<file path="config.mk">
export PLATFORM = sky130hd
export DESIGN_NAME = alu_writeback_stage
export DESIGN_NICKNAME = d
export VERILOG_FILES = /design/src/rtl/alu_writeback_stage.sv
export SDC_FILE = /design/constraint.sdc
export NUM_CORES = 1
export LEC_CHECK = 0
export BUFFER_PORTS_ARGS = -buffer_cell sky130_fd_sc_hd__buf_2
export CORE_UTILIZATION = 45
export DETAILED_ROUTE_END_ITERATION = 8
export PLACE_DENSITY = 0.64
export SYNTH_ARGS = -nofsm -noshare
export SYNTH_HDL_FRONTEND = slang
export SYNTH_SLANG_ARGS = --single-unit
</file>
<file path="constraint.sdc">
create_clock -name clk -period 2.4 [get_ports clk]
set_input_delay 0.24 -clock clk [delete_from_list [all_inputs] [get_ports clk]]
set_output_delay 0.24 -clock clk [all_outputs]
set_load 0.005 [all_outputs]
</file>
<file path="src/rtl/alu_writeback_stage.sv">
// Two-entry in-order writeback buffer between the ALU and the register file.
// Commits the retiring entry's {Z,N,C,V} into the status register when it is flagged to do so.
module alu_writeback_stage #(
    parameter int unsigned DATA_WIDTH     = 8,
    parameter int unsigned REG_ADDR_WIDTH = 3
) (
    input  logic                      clk,
    input  logic                      rst,
    input  logic                      flush,
    input  logic                      in_valid,
    output logic                      in_ready,
    input  logic [DATA_WIDTH-1:0]     alu_out,
    input  logic                      signed_overflow,
    input  logic                      carry_flag,
    input  logic [REG_ADDR_WIDTH-1:0] dest_reg,
    input  logic                      reg_we,
    input  logic                      flags_we,
    output logic                      out_valid,
    input  logic                      out_ready,
    output logic [DATA_WIDTH-1:0]     wb_data,
    output logic [REG_ADDR_WIDTH-1:0] wb_dest,
    output logic                      wb_we,
    output logic [3:0]                status
);

    typedef enum logic [1:0] {
        EMPTY = 2'd0,
        ONE   = 2'd1,
        FULL  = 2'd2
    } state_e;

    typedef struct packed {
        logic [DATA_WIDTH-1:0]     data;
        logic [REG_ADDR_WIDTH-1:0] dest;
        logic                      reg_we;
        logic                      flags_we;
        logic [3:0]                flags;
    } entry_t;

    state_e state_q, state_d;
    entry_t head_q, head_d;
    entry_t tail_q, tail_d;
    entry_t new_entry;
    logic   in_ready_q, out_valid_q, wb_we_q;
    logic   [3:0] status_q, status_d;
    logic   accept, retire;

    // Flush suppresses both handshakes so nothing moves on that edge.
    assign accept = in_valid && in_ready_q && !flush;
    assign retire = out_valid_q && out_ready && !flush;

    always_comb begin
        new_entry.data     = alu_out;
        new_entry.dest     = dest_reg;
        new_entry.reg_we   = reg_we;
        new_entry.flags_we = flags_we;
        new_entry.flags    = {(alu_out == '0), alu_out[DATA_WIDTH-1], carry_flag, signed_overflow};
    end

    // Next-state and buffer movement; the head always sits in head_q.
    always_comb begin
        state_d  = state_q;
        head_d   = head_q;
        tail_d   = tail_q;
        status_d = status_q;
        if (retire && head_q.flags_we) begin
            status_d = head_q.flags;
        end
        if (flush) begin
            state_d = EMPTY;
        end else begin
            case (state_q)
                EMPTY: begin
                    if (accept) begin
                        state_d = ONE;
                        head_d  = new_entry;
                    end
                end
                ONE: begin
                    if (accept && retire) begin
                        head_d = new_entry;
                    end else if (accept) begin
                        state_d = FULL;
                        tail_d  = new_entry;
                    end else if (retire) begin
                        state_d = EMPTY;
                    end
                end
                FULL: begin
                    if (retire) begin
                        state_d = ONE;
                        head_d  = tail_q;
                    end
                end
                default: state_d = EMPTY;
            endcase
        end
    end

    // State, payload and registered handshake/status outputs.
    always_ff @(posedge clk) begin
        if (rst) begin
            state_q     <= EMPTY;
            head_q      <= '0;
            tail_q      <= '0;
            status_q    <= 4'b0000;
            in_ready_q  <= 1'b1;
            out_valid_q <= 1'b0;
            wb_we_q     <= 1'b0;
        end else begin
            state_q     <= state_d;
            head_q      <= head_d;
            tail_q      <= tail_d;
            status_q    <= status_d;
            in_ready_q  <= (state_d != FULL);
            out_valid_q <= (state_d != EMPTY);
            wb_we_q     <= (state_d != EMPTY) && head_d.reg_we;
        end
    end

    assign in_ready  = in_ready_q;
    assign out_valid = out_valid_q;
    assign wb_we     = wb_we_q;
    assign wb_data   = head_q.data;
    assign wb_dest   = head_q.dest;
    assign status    = status_q;

endmodule

</file>
==> impl_metrics.ini <==
[finish]
num-nets-final = 233
layout_common_cells = 41 x sky130_fd_sc_hd__dfxtp_1, 40 x sky130_fd_sc_hd__nand2_1, 37 x sky130_fd_sc_hd__buf_2, 22 x sky130_fd_sc_hd__a21oi_1, 15 x sky130_fd_sc_hd__inv_1
design_area_um2 = 1909
final_common_cell = sky130_fd_sc_hd__dfxtp_1
syn_to_final_growth_pct = 13.37
antenna_cells_inserted = 0
finish.cell_count_without_fillers = 260
n_fill_cell = 337
final_layout_size_suffix_gt1_share_pct = 22.90

[grt]
grt_pass1_wl_um = 6127
grt_start_max_net_pins = 29
gr-usage-all-layers_pct = 19.49
first_global_vias = 1340
antenna_violations_before_repair = 0
globalRouteOverflowTotal = 0

[sta]
final_min_period_over_clock_period_pct = 74.94
rsz_0062_raised_after_global_routing = no
period_minus_slack_ps = 1799
final_hold_vio_count = 0
maxSlewViolCount = 0
setup_viol = 0
fin_worst_skew_ps = 6.538
timing.final.ws_setup_ps = 601.3
totalNegativeSetupSlack_ps = 0
fin_hold_ws_ps = 188.6
timing.slew.headroom_pct = 33.57
clock.fmax_ghz = 0.5560
tightestPinTransition_ps = 991.0

[cts]
ctsHoldBuffers = 0
clock-root-buffer = sky130_fd_sc_hd__clkbuf_8
tritoncts_num_sinks = 41
cts_tree = built
cts_resized = 0
clkLatencyLatePin_ps = 280
htree_num_levels = 2
postCtsSetupRepairBufs = 0
clkSlewWorstSetupHoldPaths_ps = 70
cts_inserted_buffers = 5
cts-root-to-sink-buffers = 2

[synthesis]
yosys.area.top_type = sky130_fd_sc_hd__dfxtp_1
netlist_instances = 188
synth_warnings = 0
synth_nets = 208
average_footprint_of_a_synthesized_cell_um2 = 8.958
post-synth-top-area-fraction_pct = 48.74
yosysSeqAreaShare_pct = 48.74
mappedNetlistArea_um2 = 1684
post_synth_main_area_contributors = sky130_fd_sc_hd__dfxtp_1 49%, sky130_fd_sc_hd__nand2_1 8.9%, sky130_fd_sc_hd__a222oi_1 8.3%
postSynthRegisterBits = 41
yosysUniqueCellTypes = 32

[setup_path]
critPathRequiredTime_ps = 2620
start_kind = flip-flop
worst_setup_path_end_kind = flip-flop
crit_fanout = 15
critPathArrivalTime_ps = 2020
cp_class = flip-flop to flip-flop

[routing]
first_iter_violations = 196
drc = 0
postRouteWirelength_um = 3585
vias = 1424
firstDrtPassIters = 6
detail-route-antenna-nets = 0
vias_per_cell = 5.477
routedWlPerCell_um = 13.79

[die]
die_w_um = 63.18
floorplan.initialDensity_pct = 48.56
core_um2 = 3468
die_h_um = 63.18
die_area_um2 = 3991
ios = 38
row_count = 21

[job]
cap_violations = 0

[power_and_ir_drop]
p_leak_nw = 0.8602
power_density_nw_per_um2 = 712.3
vdd.ir_drop.worst_v = 0.0004625

[place]
place_inst = 252
port-buffer-count = 37
hpwl_um = 2382
gpl.final_weighted_congestion = 0.7599
dp_slack_ps = 558.9
detailed_place.area_um2 = 1793

[hold_path]
hold_path.class = input pin to flip-flop

[status]
outcome = completed
==> flip-flops by register name, indices dropped and copies added, names as in the netlist <==
register	flops
wb_we	1
wb_data	7
state_q	2
tail_q	16
out_valid	1
in_ready	1
wb_dest	3
status	4
head_q	6
==> power breakdown <==
group / switching (mW) / internal, mW
sequential: 0.0105 / 0.696
clock: 0.220 / 0.339
combinational: 0.0543 / 0.0400
==> worst max-delay path, stage by stage, from the launching register on <==
cell and delay, ps:
sky130_fd_sc_hd__dfxtp_1 340, sky130_fd_sc_hd__nand4bb_1 260, sky130_fd_sc_hd__nor3_2 830, sky130_fd_sc_hd__a222oi_1 200, sky130_fd_sc_hd__inv_1 110
==> cells in the mapped netlist (all sizes together) <==
master / count
and2: 1
or4: 1
a21boi: 2
nor4: 2
clkbuf: 4
mux2i: 1
inv: 15
o22ai: 1
and4bb: 1
nor3b: 1
and3: 1
nand3: 5
nand2: 40
a21oi: 22
dfxtp: 41
buf: 17
and3b: 2
a222oi: 14
a21bo: 1
nand3b: 1
nor3: 2
nor2: 5
a32oi: 2
a221oi: 1
a2111oi: 1
o21ai: 2
nor2b: 1
nand4bb: 1
==> metrics by stage <==
stage,util (%),total power [mW]
after floorplan,-,0.7828
after global placement,51.70,0.8129
after detailed placement,51.70,0.8166
after CTS,55.05,1.373
after global routing,55.05,1.410
final,55.05,1.360
==> area by class of cell <==
class | count | area [um2] | share of cell area [%]
Timing Repair Buffer | 39 | 200.2 | 10.48
Sequential cell | 41 | 820.8 | 42.99
Tap cell | 46 | 57.56 | 3.014
Clock inverter | 1 | 30.03 | 1.573
Inverter | 15 | 56.30 | 2.949
Clock buffer | 7 | 86.33 | 4.522
Multi-Input combinational cell | 111 | 658.1 | 34.47
==> kinds of logic after synthesis <==
family	count (synthesis)	share of synthesized area [%]
AOI/OAI and AO/OA	46	20.43
buffers and inverters	36	12.18
DFF	41	48.74
muxes	1	0.5944
and+or+nand+nor	64	18.05
==> worst paths after layout <==
path	cells past startpoint	slack, ps	end	from
worst max register to register	4	600	wb_dest[0]$_SDFFE_PP0P_	state_q[1]$_SDFF_PP0_
worst min-delay path	3	190	head_q[0]$_SDFFE_PP0P_	signed_overflow
worst max-delay path	4	600	wb_dest[0]$_SDFFE_PP0P_	state_q[1]$_SDFF_PP0_
worst min register to register	2	450	status[3]$_SDFFE_PP0P_	status[3]$_SDFFE_PP0P_
==> metal layers <==
metal  vias to the layer above  routed length [um]  track usage [%]
li1                        701                   -                -
met1                       669                1570            24.35
met2                        50                1710            31.72
met3                         4                 277            5.616
met4                         0                  27            7.102
met5                         -                   0                0
(Power assumes the default switching activity.)
